<file path="src/rtl/clk_div_pkg.sv">
// Shared constants, state type and divisor helpers for the programmable clock divider.
package clk_div_pkg;

  localparam int DEF_CNT_W = 8;
  localparam int DIV_MIN   = 2;

  typedef enum logic {
    ST_IDLE = 1'b0,
    ST_RUN  = 1'b1
  } div_state_e;

  function automatic logic [31:0] half_of(input logic [31:0] n);
    return n >> 1;
  endfunction

  function automatic logic is_odd(input logic [31:0] n);
    return (n % 32'd2) == 32'd1;
  endfunction

endpackage

</file>
<file path="src/rtl/clk_div_negext.sv">
// Falling-edge half-cycle extender: stretches the high phase by half a cycle for odd divisors.
module clk_div_negext (
  input  logic sys_clk,
  input  logic sys_rst_n,
  input  logic pos_q,
  input  logic odd,
  output logic clk_out
);

  logic neg_q;
  logic neg_d;

  always_comb begin
    neg_d = odd & pos_q;
  end

  always_ff @(negedge sys_clk or negedge sys_rst_n) begin
    if (!sys_rst_n) begin
      neg_q <= 1'b0;
    end else begin
      neg_q <= neg_d;
    end
  end

  // Both OR inputs are flop outputs, so the output is glitch-free.
  assign clk_out = pos_q | neg_q;

endmodule

</file>
<file path="src/rtl/clk_div_prog.sv">
// Runtime-programmable integer clock divider with 50% duty for odd and even divisors.
// New divisors are staged and applied only at a period boundary.
module clk_div_prog
  import clk_div_pkg::*;
#(
  parameter int CNT_W       = DEF_CNT_W,
  parameter int DIV_DEFAULT = 5
) (
  input  logic             sys_clk,
  input  logic             sys_rst_n,
  input  logic             div_en,
  input  logic             div_load,
  input  logic [CNT_W-1:0] div_val,
  output logic             div_busy,
  output logic             div_err,
  output logic [CNT_W-1:0] div_cur,
  output logic             clk_out,
  output logic             clk_pulse
);

  localparam logic [CNT_W-1:0] DIV_RST = CNT_W'(DIV_DEFAULT);
  localparam logic [CNT_W-1:0] DIV_LO  = CNT_W'(DIV_MIN);
  localparam logic [CNT_W-1:0] ONE     = CNT_W'(1);

  div_state_e       state_q, state_d;
  logic [CNT_W-1:0] cnt_q, cnt_d;
  logic [CNT_W-1:0] div_cur_q, div_cur_d;
  logic [CNT_W-1:0] pending_q, pending_d;
  logic             pos_q, pos_d;
  logic             busy_q, busy_d;
  logic             err_q, err_d;
  logic             pulse_q, pulse_d;

  logic [CNT_W-1:0] half;
  logic [CNT_W-1:0] cnt_inc;
  logic             wrap;
  logic             odd;

  always_comb begin
    half      = CNT_W'(half_of(32'(div_cur_q)));
    cnt_inc   = cnt_q + ONE;
    wrap      = (cnt_q == (div_cur_q - ONE));
    odd       = is_odd(32'(div_cur_q));

    state_d   = state_q;
    cnt_d     = cnt_q;
    pos_d     = pos_q;
    div_cur_d = div_cur_q;
    pending_d = pending_q;
    busy_d    = busy_q;
    err_d     = 1'b0;
    pulse_d   = 1'b0;

    case (state_q)
      ST_IDLE: begin
        if (busy_q) begin
          div_cur_d = pending_q;
          busy_d    = 1'b0;
        end
        if (div_en) begin
          state_d = ST_RUN;
          cnt_d   = '0;
          pos_d   = 1'b1;
          pulse_d = 1'b1;
        end
      end
      ST_RUN: begin
        if (wrap) begin
          // Divisor swap and disable both land only on the period boundary.
          if (busy_q) begin
            div_cur_d = pending_q;
            busy_d    = 1'b0;
          end
          cnt_d = '0;
          if (div_en) begin
            pos_d   = 1'b1;
            pulse_d = 1'b1;
          end else begin
            state_d = ST_IDLE;
            pos_d   = 1'b0;
          end
        end else begin
          cnt_d = cnt_inc;
          pos_d = (cnt_inc < half);
        end
      end
      default: state_d = ST_IDLE;
    endcase

    if (div_load) begin
      if (busy_q || (div_val < DIV_LO)) begin
        err_d = 1'b1;
      end else begin
        pending_d = div_val;
        busy_d    = 1'b1;
      end
    end
  end

  always_ff @(posedge sys_clk or negedge sys_rst_n) begin
    if (!sys_rst_n) begin
      state_q   <= ST_IDLE;
      cnt_q     <= '0;
      pos_q     <= 1'b0;
      div_cur_q <= DIV_RST;
      pending_q <= DIV_RST;
      busy_q    <= 1'b0;
      err_q     <= 1'b0;
      pulse_q   <= 1'b0;
    end else begin
      state_q   <= state_d;
      cnt_q     <= cnt_d;
      pos_q     <= pos_d;
      div_cur_q <= div_cur_d;
      pending_q <= pending_d;
      busy_q    <= busy_d;
      err_q     <= err_d;
      pulse_q   <= pulse_d;
    end
  end

  clk_div_negext u_negext (
    .sys_clk   (sys_clk),
    .sys_rst_n (sys_rst_n),
    .pos_q     (pos_q),
    .odd       (odd),
    .clk_out   (clk_out)
  );

  assign div_busy  = busy_q;
  assign div_err   = err_q;
  assign div_cur   = div_cur_q;
  assign clk_pulse = pulse_q;

endmodule

</file>
<file path="config.mk">
export PLATFORM = sky130hd
export DESIGN_NAME = clk_div_prog
export DESIGN_NICKNAME = d
export VERILOG_FILES = /design/src/rtl/clk_div_pkg.sv /design/src/rtl/clk_div_negext.sv /design/src/rtl/clk_div_prog.sv
export SDC_FILE = /design/constraint.sdc
export NUM_CORES = 1
export LEC_CHECK = 0
export BUFFER_PORTS_ARGS = -buffer_cell sky130_fd_sc_hd__clkbuf_2
export CAP_MARGIN = 15
export CORE_ASPECT_RATIO = 0.9
export CORE_MARGIN = 2
export CORE_UTILIZATION = 40
export CTS_CLUSTER_DIAMETER = 60
export DETAILED_ROUTE_END_ITERATION = 10
export GPL_TIMING_DRIVEN = 1
export PLACE_DENSITY = 0.58
export SLEW_MARGIN = 25
export SYNTH_ARGS = -nofsm -noshare
export SYNTH_HDL_FRONTEND = slang
export SYNTH_SLANG_ARGS = --single-unit
</file>
<file path="constraint.sdc">
create_clock -name sys_clk -period 2.55 [get_ports sys_clk]
set_input_delay 0.1275 -clock sys_clk [delete_from_list [all_inputs] [get_ports sys_clk]]
set_output_delay 0.1275 -clock sys_clk [all_outputs]
set_load 0.005 [all_outputs]
</file>
==> results of run 1 <==
==> cells in the final DEF, fill, tap and decap left out, drive strengths merged, types with 3 or more instances in the layout <==
master   n
mux2     8
a21oi    3
clkbuf  29
xnor2   10
dfstp    4
nor4     3
dfrtp   25
nor2     4
xor2     3
and2     3
nand2   16
nand2b  10
nand3    3
or2      4
buf     20
o211ai  21
a22o     4
inv      9
ha       8
o21ai    5
nor3     3
==> final cells by class <==
type | count | area (um^2)
clock inverter | 2 | 10.0
fill | 422 | 2170
inverter | 9 | 33.8
sequential | 30 | 756
timing repair buffer | 44 | 280
multi-input combinational | 131 | 1000
tap | 62 | 77.6
clock buffer | 6 | 72.6
==> per-layer routing <==
metal  track usage (%)  vias up  wire [um]
met5                 0        -          0
met2              29.6       24       2080
met4              8.04        0         58
met3              4.78        6        156
li1                  -      739          -
met1              27.5      741       2240
==> power breakdown <==
part	internal [mW]	switching (mW)	leakage [nW]	total (mW)
Sequential	0.539	0.0324	0.354	0.572
Clock	0.189	0.182	0.0450	0.370
Combinational	0.0652	0.0483	0.561	0.114
==> path summary, 6_finish.rpt <==
kind,startpoint,to,slack [ns],cells past startpoint
worst max-delay path,div_cur[1]$_DFFE_PN0P_,pos_q$_DFFE_PN0P_,0.06,8
min in group asynchronous,sys_rst_n,pending_q[4]$_DFFE_PN0P_,0.44,3
worst min register to register,pending_q[2]$_DFFE_PN1P_,div_cur[2]$_DFFE_PN1P_,0.51,2
worst min-delay path,div_val[0],pending_q[0]$_DFFE_PN1P_,0.08,2
max in group asynchronous,sys_rst_n,u_negext.neg_q$_DFF_NN0_,1.09,2
worst max register to register,div_cur[1]$_DFFE_PN0P_,pos_q$_DFFE_PN0P_,0.06,8
==> registers in the layout, summed over array words and instances (netlist names) <==
register	count
cnt_q	8
div_cur	8
pending_q	8
clk_pulse	1
div_busy	1
div_err	1
pos_q	1
state_q	1
u_negext.neg_q	1
==> metrics by stage <==
stage               TNS [ns]  cell area (um^2)
global route          -0.119              2230
finish                     0              2230
detailed placement  -0.00129              2090
CTS                        0              2190
floorplan                  0              1810
global placement           0              2090
==> repair_timing <==
action                                  CTS  global route
hold endpoints to repair                 25             0
gates resized for setup                   1             9
endpoints found under the setup margin    1            19
gates cloned                              0             1
hold buffers                              1             0
pin swaps                                 0             5
==> logic make-up (layout without fill, tap and decap cells) <==
kind of cell | count (synthesis) | in the layout | synth area share, %
simple gates | 56 | 56 | 16.8
compound gates | 45 | 45 | 18.4
flops | 30 | 30 | 41.9
buf+inv | 20 | 61 | 4.78
xor+xnor | 14 | 14 | 7.55
fa+ha+maj | 8 | 8 | 5.54
mux | 8 | 8 | 4.99
==> critical path, stage by stage, from the launching register on <==
cell                      delay [ns]
sky130_fd_sc_hd__dfrtp_1        0.38
sky130_fd_sc_hd__inv_1          0.07
sky130_fd_sc_hd__ha_2           0.16
sky130_fd_sc_hd__or3b_4         0.37
sky130_fd_sc_hd__or4_1          0.47
sky130_fd_sc_hd__a221o_1        0.39
sky130_fd_sc_hd__buf_6          0.18
sky130_fd_sc_hd__o221a_2        0.29
sky130_fd_sc_hd__nor3_2         0.11
==> Flow_metrics.wiki, run 1 <==
{| class="wikitable"
! Metric !! Value
|-
| Post-synthesis sequential area ratio || 41.9%
|-
| Routed wire length || roughly 4500 um
|-
| Slew @ Worst Pin || about 0.64 ns
|-
| Number of DRC violations after detailed-routing iteration 0 || between 60 and 70
|-
| Time the final worst path needs with I/O delays and setup || 2.49 ns
|-
| Die outline width || 74.8 um
|-
| CTS Root Buffer Type || sky130_fd_sc_hd__clkbuf_8
|-
| Syn-to-layout area delta || 23.5%
|-
| Highest net fanout along the worst path || 7
|-
| Count of standard-cell rows || 23
|-
| Run status || complete, no violations
|-
| Most instantiated cells after synthesis || 25 x sky130_fd_sc_hd__dfrtp_1, 21 x sky130_fd_sc_hd__o211ai_1, 16 x sky130_fd_sc_hd__nand2_1
|-
| Count of clock tree sinks || 30
|-
| Count of synthesis-stage warnings from yosys || 0
|-
| Detail-routed net length per standard cell || between 15 and 20 um
|-
| Post-DRT Antenna Nets || 0
|-
| Synthesized flop and latch total || 30
|-
| Share of post-route cells with drive strength above 1 || 32.9%
|-
| Clock tree from TritonCTS || done
|-
| Starting density of the core || approximately 41%
|-
| Critical path type || reg -> reg
|-
| Setup slack after placement || -0.00129 ns
|-
| Number of antenna violations at the first check in global routing || 0
|-
| Worst-skew pair later-pin latency || just under 0.3 ns
|-
| Instance count of the mapped netlist || 181
|-
| Total count of hold-check failures in the final report || 0
|-
| Clock transition at the register clock pins on the worst setup and hold paths after CTS || about 0.07 ns
|-
| Synth Area per Inst || 9.98 um^2
|-
| Number of slew-limit violations in the final report || 0
|-
| Max Freq || 402 MHz
|-
| Cts bufs inserted || 5
|-
| Net count of the mapped netlist || 201
|-
| Placer congestion estimate || between 0.8 and 0.9
|-
| Buffers on Ports || 23
|-
| Max capacitance violation total || 0
|-
| Type of the tightest min-delay check || in -> reg
|-
| Critical Path End Type || register
|-
| Post-Place Cells || 274
|-
| CTS HTree Levels || 2
|-
| Cell with the most instances after synthesis || sky130_fd_sc_hd__dfrtp_1
|-
| Via count of the first global-routing pass || approximately 1500
|-
| Arrival time at the worst endpoint || between 2 and 3 ns
|-
| Number of buffers added for setup after CTS || 0
|-
| Maximum resistive drop on vdd || approximately 0.36 mV
|-
| CP Launch Type || register
|-
| Endpoints failing setup || 0
|-
| Total routing resource utilization after global routing || between 10% and 20%
|-
| Maximum number of pins on one net before global-route repair || 30
|-
| Final clock skew || 0.00825 ns
|-
| Dpl hpwl || between 3000 and 4000 um
|-
| Vias after detailed routing || roughly 1500
|-
| Normalized max-slew margin || roughly 57%
|-
| Residual DRC || 0
|-
| Number of enable flip-flop cells after synthesis || 0
|-
| Maximum number of buffers from clock root to sink || 2
|-
| Period utilisation layout || 97.6%
|-
| Fin Hold WS || 0.0797 ns
|-
| Pre-antenna DRT Iters || 4
|-
| Via/cell ratio || ~5.3
|-
| Cell taking the most area after synthesis || sky130_fd_sc_hd__dfrtp_1
|-
| Die footprint || 0.00507 mm^2
|-
| Utilization after layout || roughly 51%
|-
| Main area contributors after synthesis || sky130_fd_sc_hd__dfrtp_1 35%, sky130_fd_sc_hd__o211ai_1 8.7%, sky130_fd_sc_hd__dfstp_2 5.8%
|-
| Final Total Pwr || between 1 and 1.5 mW
|-
| Power density over the cells || 473 mW/mm^2
|-
| Gr ovfl total || 0
|-
| Worst EP required || roughly 2.8 ns
|-
| Count of boundary I/O pins || 24
|-
| Final instance count without filler cells || between 200 and 300
|-
| Leakage power summed over all cells || slightly below 1 nW
|-
| Proportion of netlist area held by the largest area contributor || 34.7%
|-
| Most used DFF post-synth || sky130_fd_sc_hd__dfrtp_1
|-
| Die Height || approximately 68 um
|-
| Standard cell core area || about 0.0044 mm^2
|-
| Async S/R FF share, synth || 100%
|-
| Post-synth cell types || 42
|-
| # nets final || ~240
|-
| First-pass GRT wire length || 7320 um
|-
| Worst Slack Setup Final || ~0.06 ns
|-
| Netlist area before placement || 0.00181 mm^2
|-
| Antenna diode count || 0
|}
No activity file was read; power rests on OpenSTA's default activity.
==> run 2, diff against run 1 <==
--- a/config.mk
+++ b/config.mk
@@ -13,7 +13,7 @@
 export CTS_CLUSTER_DIAMETER = 60
 export DETAILED_ROUTE_END_ITERATION = 10
 export GPL_TIMING_DRIVEN = 1
-export PLACE_DENSITY = 0.58
+export PLACE_DENSITY = 0.56
 export SLEW_MARGIN = 25
 export SYNTH_ARGS = -nofsm -noshare
 export SYNTH_HDL_FRONTEND = slang
==> constraint.sdc (replaced) <==
create_clock -name sys_clk -period 2.4 [get_ports sys_clk]
set_input_delay 0.12 -clock sys_clk [delete_from_list [all_inputs] [get_ports sys_clk]]
set_output_delay 0.12 -clock sys_clk [all_outputs]
set_load 0.005 [all_outputs]
==> run 2 against run 1 <==
The run now ends with setup timing left; count of clock-buffer cells in the layout rose by 1; non-clock buffer count increased by 7; sequential power grew 6.1%; register-to-register slack worse by 0.099 ns; sequential share of layout area fell by 1.2 points; largest cell class unchanged.
==> Flow_metrics.wiki, run 2 (same netlist as run 1, synthesis figures left out) <==
{| class="wikitable"
! Metric !! Value
|-
| Setup slack after placement || -0.0628 ns (-0.0615 ns)
|-
| Max capacitance violation total || 0 (unchanged)
|-
| Normalized max-slew margin || 59.7% (+2.6 points)
|-
| Run status || finished, violations left
|-
| Leading cell type in the layout, fill and taps excluded || sky130_fd_sc_hd__dfrtp_1
|-
| Placer congestion estimate || 0.882 (-1.8%)
|-
| Violated checks || setup timing
|-
| Dpl hpwl || 3310 um (+2.4%)
|-
| Starting density of the core || 41.0% (unchanged)
|-
| Unrepaired setup endpoints after global routing || yes
|-
| Clock tree from TritonCTS || done
|-
| Post-DRT Antenna Nets || 0 (unchanged)
|-
| Endpoints failing setup || 7 (+7)
|-
| Final clock skew || 0.0156 ns (+0.00732 ns)
|-
| Maximum number of pins on one net before global-route repair || 30 (unchanged)
|-
| Time the final worst path needs with I/O delays and setup || 2.44 ns (-0.0509 ns)
|-
| Vias after detailed routing || 1547 (+2.5%)
|-
| Power density over the cells || 548 mW/mm^2 (+16%)
|-
| Crit-path slowest cell || sky130_fd_sc_hd__or4_1
|-
| Die footprint || 0.00507 mm^2 (unchanged)
|-
| Critical Path End Type || register
|-
| Fin Hold WS || 0.0761 ns (-0.00353 ns)
|-
| Via count of the first global-routing pass || 1582 (+4.2%)
|-
| Critical path type || reg -> reg
|-
| Gr ovfl total || 0 (unchanged)
|-
| Max Freq || 410 MHz (+2.1%)
|-
| Maximum resistive drop on vdd || 0.398 mV (+9.2%)
|-
| Chain of cells forming the critical path || inv_1 > ha_2 > or3b_1 > or4_1 > a221o_1 > buf_6 > o221a_2 > nor3_2
|-
| Maximum number of buffers from clock root to sink || 2 (unchanged)
|-
| Worst-skew pair later-pin latency || 0.29 ns (about the same)
|-
| Highest net fanout along the worst path || 14 (+7)
|-
| Worst Slack Setup Final || -0.0389 ns (-0.0991 ns)
|-
| Syn-to-layout area delta || 27.9%
|-
| Antenna diode count || 0 (unchanged)
|-
| Worst-case register-to-register setup slack || -0.04 ns (-0.10 ns)
|-
| Die Height || 67.7 um (unchanged)
|-
| Slew @ Worst Pin || 0.604 ns (-0.0389 ns)
|-
| CTS HTree Levels || 2 (unchanged)
|-
| Number of DRC violations after detailed-routing iteration 0 || 97 (+41%)
|-
| Period utilisation layout || 102% (+4.0 points)
|-
| CP Launch Type || register
|-
| Arrival time at the worst endpoint || 2.65 ns (-0.04 ns)
|-
| Pre-antenna DRT Iters || 4 (unchanged)
|-
| Standard cell core area || 0.00440 mm^2 (unchanged)
|-
| # nets final || 248 (+2.9%)
|-
| Commonest non-fill, non-tap cells in the layout || 25 x sky130_fd_sc_hd__dfrtp_1, 23 x sky130_fd_sc_hd__clkbuf_2, 23 x sky130_fd_sc_hd__buf_4, 21 x sky130_fd_sc_hd__o211ai_1, 15 x sky130_fd_sc_hd__nand2_1
|-
| Critical path's top delay family || simple AND/OR/NAND/NOR gates
|-
| Worst EP required || 2.61 ns (-0.14 ns)
|-
| First-pass GRT wire length || 7690 um (+5.1%)
|-
| Type of the tightest min-delay check || in -> reg
|-
| Final setup TNS || -0.169 ns (-0.169 ns)
|-
| Via/cell ratio || 5.32 (about the same)
|-
| Routed wire length || 4550 um (+0.24%)
|-
| CP Buf/Inv Count || 2 (unchanged)
|-
| Cts bufs inserted || 5 (unchanged)
|-
| CTS Root Buffer Type || sky130_fd_sc_hd__clkbuf_8
|-
| Number of slew-limit violations in the final report || 0 (unchanged)
|-
| Buffers on Ports || 23 (unchanged)
|-
| Count of standard-cell rows || 23 (unchanged)
|-
| Residual DRC || 0 (unchanged)
|-
| Share of post-route cells with drive strength above 1 || 34.5% (+1.6 points)
|-
| Number of antenna violations at the first check in global routing || 0 (unchanged)
|-
| Clock transition at the register clock pins on the worst setup and hold paths after CTS || 0.08 ns (about the same)
|-
| Total count of hold-check failures in the final report || 0 (unchanged)
|-
| Leakage power summed over all cells || 1.00 nW (+4.2%)
|-
| Detail-routed net length per standard cell || 15.6 um (-2.2%)
|-
| Total routing resource utilization after global routing || 20.5% (+0.66 points)
|-
| Count of clock tree sinks || 30 (unchanged)
|-
| Count of boundary I/O pins || 24 (unchanged)
|-
| CP peak stage delay || 0.40 ns (-0.07 ns)
|-
| Die outline width || 74.8 um (unchanged)
|}
run 2: worst paths after layout:
check | start | endpoint | cells past startpoint
max | div_cur[1]$_DFFE_PN0P_ | pos_q$_DFFE_PN0P_ | 8
min | div_val[0] | pending_q[0]$_DFFE_PN1P_ | 2
max reg2reg | div_cur[1]$_DFFE_PN0P_ | pos_q$_DFFE_PN0P_ | 8
min reg2reg | pending_q[6]$_DFFE_PN0P_ | pending_q[6]$_DFFE_PN0P_ | 1
max in group asynchronous | sys_rst_n | u_negext.neg_q$_DFF_NN0_ | 2
min in group asynchronous | sys_rst_n | div_cur[5]$_DFFE_PN0P_ | 3
run 2: cell type report:
class,count,area (um^2)
Fill cell,406,2090
Tap cell,62,77.6
Clock inverter,1,30.0
Inverter,9,33.8
Multi-Input combinational cell,131,983
Clock buffer,7,86.3
Sequential cell,30,756
Timing Repair Buffer,51,343
run 2: metrics by stage:
| stage | utilization [%] | power (mW) | cells | cell area, um^2 |
|---|---|---|---|---|
| 3_5_place_dp | 48.5 | 0.736 | 280 | 2140 |
| 4_1_cts | 51.8 | 1.27 | 290 | 2280 |
| 6_report | 52.5 | 1.26 | 291 | 2310 |
| 3_3_place_gp | 48.5 | 0.730 | 280 | 2140 |
| 2_1_floorplan | - | 0.690 | 181 | 1810 |
| 5_1_grt | 52.5 | 1.32 | 291 | 2310 |
run 2: timing repair:
action                                  CTS  global route
endpoints found under the hold margin    25             0
hold buffers                              1             0
pin swaps                                 0             4
setup buffers                             1             1
endpoints found under the setup margin   10            20
gates resized for setup                   3             5
run 2: worst register-to-register path, delay by kind of cell, from the launching register on:
| kind | cells | cell delay, ns |
|---|---|---|
| buffers and inverters | 2 | 0.24 |
| and+or+nand+nor | 3 | 0.92 |
| adders and majority gates | 1 | 0.17 |
| DFF | 1 | 0.39 |
| AOI/OAI and AO/OA | 2 | 0.63 |
run 2: routing by layer:
metal | vias to the layer above | global-route usage, % | share of wire (%)
met2 | 38 | 30.3 | 45
met5 | - | 0 | 0
met1 | 751 | 28.7 | 49
met3 | 7 | 4.63 | 3.6
met4 | 0 | 8.48 | 1.9
li1 | 751 | - | -
run 2: power by group:
part           switching [mW]  internal [mW]  total (mW)
combinational          0.0477         0.0690       0.117
sequential             0.0343          0.573       0.607
clock                   0.203          0.339       0.541
total                   0.285          0.980        1.26
==> run 3, diff against run 2 <==
--- a/config.mk
+++ b/config.mk
@@ -10,10 +10,12 @@
 export CORE_ASPECT_RATIO = 0.9
 export CORE_MARGIN = 2
 export CORE_UTILIZATION = 40
+export CTS_BUF_LIST = sky130_fd_sc_hd__clkbuf_8 sky130_fd_sc_hd__clkbuf_16
 export CTS_CLUSTER_DIAMETER = 60
 export DETAILED_ROUTE_END_ITERATION = 10
 export GPL_TIMING_DRIVEN = 1
 export PLACE_DENSITY = 0.56
+export SETUP_SLACK_MARGIN = 0.3
 export SLEW_MARGIN = 25
 export SYNTH_ARGS = -nofsm -noshare
 export SYNTH_HDL_FRONTEND = slang
==> run 3 against run 2 <==
The flow still finishes with violations (setup timing); register-to-register slack worse by 0.03 ns; clock skew is 0.0084 ns lower; global-route usage is 0.27 points lower; core utilization is 0.43 points higher; critical path depth stayed put; count of clock-buffer cells in the layout is 1 lower; wire length is 1.2% higher; clock power is 21% lower; critical endpoint is now div_cur[4]$_DFFE_PN0P_; sequential cell count stayed put; sequential power hardly changed; sequential share of layout area is 0.26 points lower.
==> Flow_metrics.wiki, run 3 (same netlist as run 1, synthesis figures left out) <==
{| class="wikitable"
! Metric !! Value
|-
| Maximum number of pins on one net before global-route repair || 30 (unchanged)
|-
| Cts bufs inserted || 5 (unchanged)
|-
| Final instance count without filler cells || 289 (-0.69%)
|-
| Detail-routed net length per standard cell || 15.9 um (+1.9%)
|-
| Violated checks || setup timing
|-
| Highest net fanout along the worst path || 7 (-7)
|-
| Time the final worst path needs with I/O delays and setup || 2.47 ns (+0.0288 ns)
|-
| Endpoints failing setup || 13 (+6)
|-
| Via/cell ratio || 5.29 (-0.41%)
|-
| Gr ovfl total || 0 (unchanged)
|-
| Maximum resistive drop on vdd || 0.292 mV (-26%)
|-
| # nets final || 246 (-0.81%)
|-
| Met3 usage in global routing || 4.93% (+0.30 points)
|-
| Standard cell core area || 0.00440 mm^2 (unchanged)
|-
| Die Height || 67.7 um (unchanged)
|-
| First-pass GRT wire length || 7580 um (-1.5%)
|-
| Period utilisation layout || 103% (+1.2 points)
|-
| Commonest non-fill, non-tap cells in the layout || 25 x sky130_fd_sc_hd__dfrtp_1, 23 x sky130_fd_sc_hd__clkbuf_2, 21 x sky130_fd_sc_hd__o211ai_1, 21 x sky130_fd_sc_hd__buf_4, 16 x sky130_fd_sc_hd__nand2_1
|-
| Share of post-route cells with drive strength above 1 || 37.9% (+3.4 points)
|-
| Clock transition at the register clock pins on the worst setup and hold paths after CTS || 0.07 ns (about the same)
|-
| Syn-to-layout area delta || 29.0%
|-
| Dpl hpwl || 3190 um (-3.7%)
|-
| Fin Hold WS || 0.0638 ns (-0.0123 ns)
|-
| Leading cell type in the layout, fill and taps excluded || sky130_fd_sc_hd__dfrtp_1
|-
| Final setup TNS || -0.625 ns (-0.457 ns)
|-
| Leakage power summed over all cells || 0.996 nW (-0.46%)
|-
| Critical path type || reg -> reg
|-
| Die footprint || 0.00507 mm^2 (unchanged)
|-
| Met2 capacity usage during global routing || 31.3% (+0.99 points)
|-
| Die outline width || 74.8 um (unchanged)
|-
| Slew @ Worst Pin || 0.668 ns (+0.0641 ns)
|-
| Maximum number of buffers from clock root to sink || 2 (unchanged)
|-
| Setup slack after placement || -0.0587 ns (+0.00418 ns)
|-
| CTS HTree Levels || 2 (unchanged)
|-
| Count of standard-cell rows || 23 (unchanged)
|-
| Pre-antenna DRT Iters || 6 (+2)
|-
| Residual DRC || 0 (unchanged)
|-
| Max Freq || 405 MHz (-1.2%)
|-
| Worst Slack Setup Final || -0.0677 ns (-0.0288 ns)
|-
| Buffers on Ports || 23 (unchanged)
|-
| Power density over the cells || 495 mW/mm^2 (-9.6%)
|-
| Post-Place Cells || 279 (-0.36%)
|-
| Count of clock tree sinks || 30 (unchanged)
|-
| Worst EP required || 2.60 ns (about the same)
|-
| Unrepaired setup endpoints after global routing || yes
|-
| Critical Path End Type || register
|-
| Total routing resource utilization after global routing || 20.2% (-0.27 points)
|-
| Routing usage on met1 || 27.4% (-1.3 points)
|-
| Total count of hold-check failures in the final report || 0 (unchanged)
|-
| Number of antenna violations at the first check in global routing || 0 (unchanged)
|-
| Via count of the first global-routing pass || 1548 (-2.1%)
|-
| Clock tree from TritonCTS || done
|-
| Type of the tightest min-delay check || in -> reg
|-
| CTS Root Buffer Type || sky130_fd_sc_hd__clkbuf_8
|-
| CP Launch Type || register
|-
| Antenna diode count || 0 (unchanged)
|-
| Worst-skew pair later-pin latency || 0.29 ns (about the same)
|-
| Vias after detailed routing || 1530 (-1.1%)
|-
| Final clock skew || 0.00712 ns (-0.00845 ns)
|-
| Final Total Pwr || 1.15 mW (-8.9%)
|-
| Starting density of the core || 41.0% (unchanged)
|-
| Run status || finished, violations left
|-
| Post-DRT Antenna Nets || 0 (unchanged)
|-
| Number of slew-limit violations in the final report || 0 (unchanged)
|-
| Routed wire length || 4600 um (+1.2%)
|-
| Arrival time at the worst endpoint || 2.67 ns (+0.02 ns)
|-
| Count of boundary I/O pins || 24 (unchanged)
|-
| Max capacitance violation total || 0 (unchanged)
|-
| Normalized max-slew margin || 55.4% (-4.3 points)
|-
| Placer congestion estimate || 0.794 (-10%)
|-
| Most congested layer reported by global routing || met2
|-
| Number of DRC violations after detailed-routing iteration 0 || 117 (+21%)
|}
==> run 3: stage by stage <==
| step | utilization (%) | area [um^2] |
|---|---|---|
| final | 52.9 | 2330 |
| after global routing | 52.9 | 2330 |
| after CTS | 51.7 | 2280 |
| after detailed placement | 48.6 | 2140 |
| after global placement | 48.6 | 2140 |
| after floorplan | - | 1830 |
==> run 3: power by group <==
part	total (mW)	internal [mW]	switching (mW)
clock	0.425	0.227	0.199
sequential	0.608	0.573	0.0349
combinational	0.120	0.0691	0.0504
total	1.15	0.869	0.284
==> run 3: critical path: stages (launching register included) <==
cell and delay [ns]:
sky130_fd_sc_hd__dfrtp_1 0.39, sky130_fd_sc_hd__inv_2 0.07, sky130_fd_sc_hd__ha_4 0.13, sky130_fd_sc_hd__or3b_4 0.37, sky130_fd_sc_hd__or4_4 0.41, sky130_fd_sc_hd__a221o_1 0.43, sky130_fd_sc_hd__o21a_4 0.29, sky130_fd_sc_hd__buf_6 0.14
sky130_fd_sc_hd__o211ai_1 0.16
==> run 3: path summary, 6_finish.rpt <==
path | cells past startpoint | slack [ns] | startpoint | endpoint
min in group asynchronous | 3 | 0.42 | sys_rst_n | pending_q[5]$_DFFE_PN0P_
min | 2 | 0.06 | div_load | div_err$_DFF_PN0_
max reg2reg | 8 | -0.07 | div_cur[1]$_DFFE_PN0P_ | div_cur[4]$_DFFE_PN0P_
min reg2reg | 1 | 0.51 | pending_q[6]$_DFFE_PN0P_ | pending_q[6]$_DFFE_PN0P_
max | 8 | -0.07 | div_cur[1]$_DFFE_PN0P_ | div_cur[4]$_DFFE_PN0P_
max in group asynchronous | 2 | 1.03 | sys_rst_n | u_negext.neg_q$_DFF_NN0_
==> run 3: per-layer routing <==
layer  vias up  part of all wire [%]
li1        747                     -
met1       749                    48
met5         -                     0
met2        26                    47
met4         0                   1.5
met3         8                   3.8
==> run 3: area by class of cell <==
| class | count | area (um^2) |
|---|---|---|
| clock buffers | 6 | 82.6 |
| clock inverters | 2 | 8.76 |
| fillers | 408 | 2070 |
| inverters | 9 | 33.8 |
| multi-input cells | 131 | 1040 |
| flip-flops and latches | 30 | 756 |
| well taps | 62 | 77.6 |
| repair buffers | 49 | 328 |
==> run 3: timing repair <==
| item | 4_1_cts | 5_1_grt |
|---|---|---|
| pin swaps | 12 | 11 |
| gates resized for setup | 10 | 10 |
| hold buffers | 1 | 0 |
| buffers inserted | 0 | 1 |
| gates cloned | 0 | 0 |
| hold endpoints to repair | 25 | 0 |
| setup endpoints to repair | 21 | 21 |
